===== config.mk =====
export PLATFORM = sky130hd
export DESIGN_NAME = mini_src_step_ctrl
export DESIGN_NICKNAME = d
export VERILOG_FILES = /design/src/rtl/mini_src_step_ctrl.sv
export SDC_FILE = /design/constraint.sdc
export NUM_CORES = 1
export LEC_CHECK = 0
export CAP_MARGIN = 20
export CORE_ASPECT_RATIO = 1.4
export CORE_MARGIN = 3
export CORE_UTILIZATION = 25
export CTS_CLUSTER_DIAMETER = 60
export DETAILED_ROUTE_END_ITERATION = 16
export MAX_ROUTING_LAYER = met4
export SETUP_SLACK_MARGIN = 0.3
export SLEW_MARGIN = 25
export SYNTH_ARGS = -nofsm -noshare
export SYNTH_HDL_FRONTEND = slang
export SYNTH_SLANG_ARGS = --single-unit

===== constraint.sdc =====
create_clock -name clock -period 3.65 [get_ports clock]
set_clock_uncertainty 0.15 [all_clocks]
set_input_delay 0.5475 -clock clock [delete_from_list [all_inputs] [get_ports clock]]
set_output_delay 0.5475 -clock clock [all_outputs]
set_load 0.005 [all_outputs]

===== src/rtl/mini_src_step_ctrl.sv =====
// Mini-SRC T-state control sequencer: fetch/decode/execute of R- and I-type ALU
// instructions with memory-ready wait/timeout, single-step gating and halt/fault states.
module mini_src_step_ctrl #(
   parameter int MEM_TIMEOUT = 15,
   parameter int OP_MSB      = 31
) (
   input  logic        clock,
   input  logic        clear,
   input  logic [31:0] ir,
   input  logic        mem_rdy,
   input  logic        run,
   input  logic        step_en,
   input  logic        step_req,
   output logic        PCout,
   output logic        MARin,
   output logic        IncPC,
   output logic        PCin,
   output logic        Read,
   output logic        MDRin,
   output logic        MDRout,
   output logic        IRin,
   output logic        Gra,
   output logic        Grb,
   output logic        Grc,
   output logic        Rout,
   output logic        Rin,
   output logic        Yin,
   output logic        Cout,
   output logic        Zlowin,
   output logic        Zlowout,
   output logic [4:0]  alu_op,
   output logic [3:0]  state,
   output logic        busy,
   output logic        illegal,
   output logic        mem_timeout
);

   typedef enum logic [3:0] {
      S_IDLE = 4'b0000,
      S_T0   = 4'b0111,
      S_T1   = 4'b1000,
      S_T2   = 4'b1001,
      S_T3   = 4'b1010,
      S_T4   = 4'b1011,
      S_T5   = 4'b1100,
      S_ERR  = 4'b1110,
      S_HALT = 4'b1111
   } state_t;

   localparam logic [4:0] OP_ADD  = 5'b00011;
   localparam logic [4:0] OP_SUB  = 5'b00100;
   localparam logic [4:0] OP_AND  = 5'b00101;
   localparam logic [4:0] OP_OR   = 5'b00110;
   localparam logic [4:0] OP_ADDI = 5'b01100;
   localparam logic [4:0] OP_ANDI = 5'b01101;
   localparam logic [4:0] OP_ORI  = 5'b01110;
   localparam logic [4:0] OP_NOP  = 5'b11010;
   localparam logic [4:0] OP_HALT = 5'b11011;
   localparam logic [7:0] TMO     = 8'(MEM_TIMEOUT);

   state_t     cur, nxt;
   logic [7:0] wait_cnt;
   logic [4:0] opcode;
   logic [4:0] imm_op;
   logic       adv, is_r, is_i, ill_set, tmo_set;

   assign opcode = ir[OP_MSB -: 5];
   assign adv    = !step_en | step_req;
   assign is_r   = (opcode == OP_ADD) || (opcode == OP_SUB) ||
                   (opcode == OP_AND) || (opcode == OP_OR);
   assign is_i   = (opcode == OP_ADDI) || (opcode == OP_ANDI) || (opcode == OP_ORI);

   always_comb begin
      case (opcode)
         OP_ANDI: imm_op = OP_AND;
         OP_ORI:  imm_op = OP_OR;
         default: imm_op = OP_ADD;
      endcase
   end

   always_comb begin
      nxt     = cur;
      ill_set = 1'b0;
      tmo_set = 1'b0;
      PCout   = 1'b0; MARin  = 1'b0; IncPC = 1'b0; PCin = 1'b0;
      Read    = 1'b0; MDRin  = 1'b0; MDRout = 1'b0; IRin = 1'b0;
      Gra     = 1'b0; Grb    = 1'b0; Grc   = 1'b0; Rout = 1'b0; Rin = 1'b0;
      Yin     = 1'b0; Cout   = 1'b0; Zlowin = 1'b0; Zlowout = 1'b0;
      alu_op  = 5'b0;
      case (cur)
         S_IDLE: if (run && adv) nxt = S_T0;
         S_T0: begin
            PCout = adv; MARin = adv; IncPC = adv; PCin = adv;
            if (adv) nxt = S_T1;
         end
         S_T1: begin
            Read  = 1'b1;
            MDRin = mem_rdy & adv;
            // Timeout is judged on mem_rdy alone so a stalled step still faults.
            if (mem_rdy && adv) nxt = S_T2;
            else if (!mem_rdy && wait_cnt >= TMO) begin
               nxt     = S_ERR;
               tmo_set = 1'b1;
            end
         end
         S_T2: begin
            MDRout = adv; IRin = adv;
            if (adv) nxt = S_T3;
         end
         S_T3: begin
            if (is_r || is_i) begin
               Grb = adv; Rout = adv; Yin = adv;
               if (adv) nxt = S_T4;
            end else if (opcode == OP_NOP) begin
               if (adv) nxt = run ? S_T0 : S_IDLE;
            end else if (opcode == OP_HALT) begin
               if (adv) nxt = S_HALT;
            end else if (adv) begin
               nxt     = S_ERR;
               ill_set = 1'b1;
            end
         end
         S_T4: begin
            if (is_r) begin
               Grc = adv; Rout = adv; Zlowin = adv;
               alu_op = adv ? opcode : 5'b0;
            end else if (is_i) begin
               Cout = adv; Zlowin = adv;
               alu_op = adv ? imm_op : 5'b0;
            end
            if (adv) nxt = S_T5;
         end
         S_T5: begin
            Zlowout = adv; Gra = adv; Rin = adv;
            if (adv) nxt = run ? S_T0 : S_IDLE;
         end
         default: nxt = cur;
      endcase
   end

   always_ff @(posedge clock or negedge clear) begin
      if (!clear) begin
         cur         <= S_IDLE;
         wait_cnt    <= 8'd0;
         illegal     <= 1'b0;
         mem_timeout <= 1'b0;
      end else begin
         cur <= nxt;
         // Held at zero outside T1, so every T1 entry starts a fresh count.
         if (cur != S_T1)  wait_cnt <= 8'd0;
         else if (!mem_rdy) wait_cnt <= wait_cnt + 8'd1;
         if (ill_set) illegal     <= 1'b1;
         if (tmo_set) mem_timeout <= 1'b1;
      end
   end

   assign state = cur;
   assign busy  = (cur == S_T0) || (cur == S_T1) || (cur == S_T2) ||
                  (cur == S_T3) || (cur == S_T4) || (cur == S_T5);

endmodule


==> metrics.md, run 1 <==
| Metric | Value |
|---|---|
| Outcome | complete, no violations |
| Vias | 1185 |
| Yosys top cell area share | 27.8% |
| Seq/Total Area, Yosys | 27.8% |
| Gr busiest metal | met2 |
| Io pins | 67 |
| Global routing usage on met2 | 17.7% |
| CP Launch Type | input port |
| Setup Viol. Count Final | 0 |
| Post-route ant nets | 0 |
| First-pass GRT wire length | 5490 um |
| Number of enable flip-flop cells after synthesis | 0 |
| Crit Path Category | input port to output pin |
| Most frequent cells in the layout | clkdlybuf4s50_1 (36), nor2_1 (15), nand2_1 (15) |
| Largest net degree at the start of global routing | 16 |
| DR vias/cell | 4.82 |
| Num CTS Buffers | 3 |
| Worst hold path class | flop to flop |
| RSZ-0062 raised after global routing | no |
| Ratio of cells with drive above 1 in the final layout | 12.5% |
| DR pass1 iterations | 4 |
| Cts hold-fix bufs | 0 |
| Max-cap viol count | 0 |
| GR met1 Demand/Resource | 15.3% |
| RePlAce Congestion | 0.874 |
| Clock buffer depth | 2 |
| Drt total wl | 3180 um |
| Initial core utilization | 26.9% |
| IO Port Bufs | 37 |
| Distinct cells, synth | 54 |
| Slew Viols, Final | 0 |
| Primary FF master, synth | dfrtp_1 |
| Most common cell after layout, fill and taps aside | clkdlybuf4s50_1 |
| Cell Rows | 29 |
| DR iter-0 viols | 36 |
| Register bit total from synthesis | 14 |
| Chip Width | 66 um |
| CORE AREA | 0.00468 mm2 |
| Synth top area cells | dfrtp_1 (28%), buf_4 (7.1%), xor2_1 (5.6%), nand2_1 (4.5%), nor2_1 (4.5%) |
| Final Cycle Share | 88.3% |
| Setup TNS | 0 ps |
| GRT Residual Overflow | 0 |
| Worst-path maximum fanout | 4 |
| Hold Violations, Final | 0 |
| GR met3 Demand/Resource | 1.37% |
| Post-synth ARST share | 100% |
| CTS tree | built |
| Fin crit period | 3220 ps |
| CTS Sinks | 14 |
| Synth warnings | 0 |
| Die footprint | 0.00594 mm2 |
| DIE HEIGHT | 90 um |
| Peak supply drop | 306 uV |
| Final nets | 224 |
| Initial antenna violation count | 0 |
| H-tree levels | 1 |
| Vias in the first global route | 1163 |
| Syn Area/Cell | 8.13 um2 |
| Slew @ Worst Pin | 623 ps |
| Max frequency | 0.310 GHz |
| Static Leak | 0.710 nW |
| Gr usage total | 11.6% |
| Cell Area, Synth | 0.00126 mm2 |
| Crit end category | output pin |
| CTS clk-pin slew, worst paths | 60 ps |
| Area grow syn2layout | 34.4% |
| Clock latency on the worst-skew pair | 240 ps |
| Routed wire per std cell | 12.9 um |
| Post-route DRC | 0 |
| Post-synth top area cell | dfrtp_1 |
| Cell count after synthesis | 155 |
| Antenna diode count | 0 |
| Critical path arrival | 2520 ps |
| PwrDens | 503 mW/mm2 |
| Headroom to the max-slew limit | 58.3% |
| Fill count | 511 |
| Root cell of the clock tree | clkbuf_8 |
| Fin util | 36.2% |
| Worst Path Required | 2950 ps |
| HPWL after DPL | 2380 um |
[area by class of cell]
| class | count | area, um2 | share of cell area [%] |
|---|---|---|---|
| flip-flops and latches | 14 | 350 | 20.7 |
| clock buffers | 4 | 55.1 | 3.25 |
| multi-input cells | 117 | 779 | 46.0 |
| inverters | 9 | 35.0 | 2.07 |
| well taps | 62 | 77.6 | 4.58 |
| repair buffers | 40 | 395 | 23.4 |
[worst max-delay path, cell delays in order]
cell and delay (ps):
clkdlybuf4s50_1 470, nand2b_1 170, nand4_2 180, or3_4 450, nand2_2 80, a22o_1 120
clkdlybuf4s50_1 500
[registers in the layout (all words and copies together), names as in the netlist]
| register | count |
|---|---|
| wait_cnt | 8 |
| state | 4 |
| illegal | 1 |
| mem_timeout | 1 |
[worst paths after layout]
| check | startpoint | endpoint | slack (ps) | depth (start not counted) |
|---|---|---|---|---|
| worst max-delay path | step_req | alu_op[0] | 430 | 7 |
| worst min-delay path | mem_timeout | mem_timeout | 320 | 1 |
| worst max register to register | state[1] | state[1] | 1550 | 5 |
| worst min register to register | mem_timeout | mem_timeout | 320 | 1 |
| max in group asynchronous | clear | state[0] | 2400 | 1 |
| min in group asynchronous | clear | wait_cnt[0] | 540 | 1 |
[cells by family after synthesis]
family	after synthesis	synth area share, %
adders and majority gates	1	0.993
xor gates and xnor gates	10	6.95
buffers and inverters	25	11.4
muxes	3	2.38
other	1	0.298
AOI/OAI and AO/OA	35	20.1
DFF	14	27.8
and+or+nand+nor	66	30.1
[per-layer routing]
metal	vias up	wire, um
met4	0	63
li1	598	-
met5	-	0
met3	4	137
met1	548	1500
met2	35	1470
[power by group]
group	switching (mW)	leakage [nW]	internal (mW)
Sequential	0.0708	0.181	0.183
Clock	0.0545	0.0288	0.0955
Combinational	0.210	0.500	0.238
[metrics by stage]
stage	setup slack, ps	power, mW	hold slack, ps	cells	instance area [um2]
3_5_place_dp	379	0.703	297	242	1630
2_1_floorplan	1480	0.542	102	156	1260
5_1_grt	308	0.919	334	246	1690
4_1_cts	366	0.855	318	246	1680
6_report	428	0.851	323	246	1690
3_3_place_gp	382	0.701	298	242	1630
[Yosys cell counts, types with 2 or more instances]
library cell	number
o21ai_2	2
nor3_1	4
nand2_1	15
buf_4	12
or3_1	2
nand4_1	2
dfrtp_1	14
nand3_1	2
nand4b_1	3
mux2i_1	3
a22o_1	2
o211ai_1	2
a31oi_1	4
xnor2_1	2
a41o_1	2
buf_2	3
inv_1	4
a21oi_1	6
and2b_1	2
nor4_1	2
o21ai_0	5
inv_2	4
nor2_1	15
nand2b_1	4
and3b_1	2
xor2_1	8
nor2b_1	2
[repair_timing]
action	in CTS	in global routing
setup endpoints to repair	0	1
buffers inserted	0	0
resized for setup	0	3
Note: power is estimated with default switching activity, not from simulation.
==> run 2, diff against run 1 <==
--- a/config.mk
+++ b/config.mk
@@ -7,7 +7,6 @@
 export LEC_CHECK = 0
 export CAP_MARGIN = 20
 export CORE_ASPECT_RATIO = 1.4
-export CORE_MARGIN = 3
 export CORE_UTILIZATION = 25
 export CTS_CLUSTER_DIAMETER = 60
 export DETAILED_ROUTE_END_ITERATION = 16
==> constraint.sdc (replaced) <==
create_clock -name clock -period 3.2 [get_ports clock]
set_clock_uncertainty 0.15 [all_clocks]
set_input_delay 0.48 -clock clock [delete_from_list [all_inputs] [get_ports clock]]
set_output_delay 0.48 -clock clock [all_outputs]
set_load 0.005 [all_outputs]
==> run 2 against run 1 <==
Against the previous run: first-iteration DRC count up 120%; via count up 3.0%; critical path depth down 1; clock power up 15%; register-to-register slack worse by 400 ps; utilization down 0.069 points; flip-flop and latch count unchanged; non-clock buffer count up 4; hold slack worse by 6.9 ps; largest power group unchanged; sequential share of layout area down 0.65 points; cell area up 3.3%.
==> metrics.md, run 2 (same netlist as run 1, synthesis figures left out) <==
| Metric | Value |
|---|---|
| Crit Path Category | input port to output pin |
| Worst r2r path cells | 5 |
| Crit end category | output pin |
| GRT Residual Overflow | 0 |
| Antenna diode count | 0 |
| Most common cell after layout, fill and taps aside | clkdlybuf4s50_1 |
| Switching Fraction | 38.5% |
| DR vias/cell | 4.84 |
| Worst Path Required | 2570 ps |
| Critical path arrival | 2170 ps |
| Initial core utilization | 26.0% |
| Area grow syn2layout | 38.7% |
| Worst Slack Setup Final | 399 ps |
| DR WL met3 | 67 um |
| First-pass GRT wire length | 5320 um |
| Setup WS pre-CTS | 145 ps |
| Logic pwr share | 58.2% |
| Final Cycle Share | 87.5% |
| Io pins | 67 |
| Clock Power Share | 17.5% |
| Peak supply drop | 225 uV |
| HPWL after DPL | 2410 um |
| Final nets | 228 |
| H-tree levels | 1 |
| Post-route ant nets | 0 |
| Reg power frac | 24.4% |
| Setup Viol. Count Final | 0 |
| CTS clk-pin slew, worst paths | 60 ps |
| Fin crit period | 2800 ps |
| RSZ-0062 raised after global routing | no |
| Setup TNS | 0 ps |
| Outcome | complete, no violations |
| Chip Width | 62 um |
| Die footprint | 0.00533 mm2 |
| Hold-critical path endpoint | mem_timeout |
| Hold Path Depth | 1 |
| Hold Violations, Final | 0 |
| M1 WL | 1370 um |
| Vias in the first global route | 1202 |
| Pint | 0.609 mW |
| CORE AREA | 0.00484 mm2 |
| RePlAce Congestion | 0.851 |
| Max Used Layer | met4 |
| Root cell of the clock tree | clkbuf_8 |
| PwrDens | 566 mW/mm2 |
| Gr usage total | 13.1% |
| Largest net degree at the start of global routing | 15 |
| Drt total wl | 3100 um |
| Biggest register | wait_cnt |
| DR iter-0 viols | 78 |
| Clock latency on the worst-skew pair | 250 ps |
| Worst-path maximum fanout | 5 |
| Post-route DRC | 0 |
| Most frequent cells in the layout | clkdlybuf4s50_1 (28), nor2_1 (14), nand2_1 (14), dfrtp_1 (14), xor2_1 (8) |
| Slew @ Worst Pin | 619 ps |
| Slew Viols, Final | 0 |
| Max frequency | 0.357 GHz |
| Fin cells | 252 |
| CP Launch Type | input port |
| Ratio of cells with drive above 1 in the final layout | 16.5% |
| RR Startpoint | state[0] |
| Vias | 1220 |
| Switching power | 0.380 mW |
| IO Port Bufs | 37 |
| R2R Setup Slk | 1150 ps |
| Static Leak | 0.816 nW |
| Num CTS Buffers | 3 |
| Initial antenna violation count | 0 |
| CTS Sinks | 14 |
| Metal2 WL | 1600 um |
| Headroom to the max-slew limit | 58.6% |
| Max-cap viol count | 0 |
| Clock buffer depth | 2 |
| Worst hold path class | flop to flop |
| RR Endpoint | state[1] |
| Inst Count DP | 247 |
| CTS tree | built |
| Max reg flops | 8 |
| Cell Rows | 30 |
| Hold Startpoint | mem_timeout |
| DIE HEIGHT | 86 um |
| Routed wire per std cell | 12.3 um |
| DR pass1 iterations | 4 |
==> run 2: changes by cell type in the layout (fill, tap and decap cells not counted), sizes merged <==
cell           before  now
dlymetal6s2s        1    5
clkdlybuf4s50      36   28
dlygate4sd2         0    4
buf                 3    7
==> run 2: worst max-delay path: stages <==
cell,delay (ps)
clkdlybuf4s50_1,520
nand2_2,110
mux2i_1,130
or2_1,280
nor2_2,140
clkdlybuf4s50_1,520
==> run 2: cell type report <==
type | count | area [um2]
Tap cell | 64 | 80.1
Inverter | 9 | 35.0
Multi-Input combinational cell | 117 | 797
Timing Repair Buffer | 44 | 430
Fill cell | 497 | 3090
Clock buffer | 4 | 55.1
Sequential cell | 14 | 350
==> run 2: worst max path at each step <==
stage              from        end  slack, ps  cells after the start
2_1_floorplan  state[3]  alu_op[0]       1110                      6
3_3_place_gp   step_req  alu_op[0]        130                      7
3_5_place_dp   step_req  alu_op[0]        150                      7
4_1_cts          ir[31]       Cout        310                      6
5_1_grt        step_req    Zlowout        300                      6
6_report         ir[28]        Grb        400                      6
==> run 2: routing by layer <==
metal	vias to the layer above	GRT usage (%)
met5	-	-
met1	575	16.2
li1	608	-
met2	28	21.9
met4	0	4.85
met3	9	0.603
==> run 2: repair_timing <==
action / CTS / global route
endpoints found under the setup margin: 7 / 8
pin swaps: 2 / 3
resized for setup: 9 / 6
hold buffers: 0 / 0
buffers inserted: 1 / 0
==> run 2: stage by stage <==
stage	hold WS [ps]	instance area (um2)	power [mW]	util, %
final	316	1750	0.989	36.1
after global routing	340	1750	1.07	36.1
after CTS	323	1730	1.00	35.7
after detailed placement	310	1650	0.822	34.1
after global placement	297	1650	0.818	34.1
after floorplan	34.4	1260	0.618	-
==> run 2: power groups by stage <==
stage          Sequential, mW  Clock (mW)  Combinational (mW)
4_1_cts                 0.242       0.177               0.582
6_report                0.241       0.173               0.575
2_1_floorplan           0.240           0               0.378
5_1_grt                 0.249       0.182               0.643
3_3_place_gp            0.245           0               0.573
3_5_place_dp            0.245           0               0.577
==> run 3, diff against run 2 <==
--- a/config.mk
+++ b/config.mk
@@ -16,3 +16,4 @@
 export SYNTH_ARGS = -nofsm -noshare
 export SYNTH_HDL_FRONTEND = slang
 export SYNTH_SLANG_ARGS = --single-unit
+export TNS_END_PERCENT = 100
==> results of run 3 <==
Same layout as run 2: the final DEF is identical, and so are final timing and power.
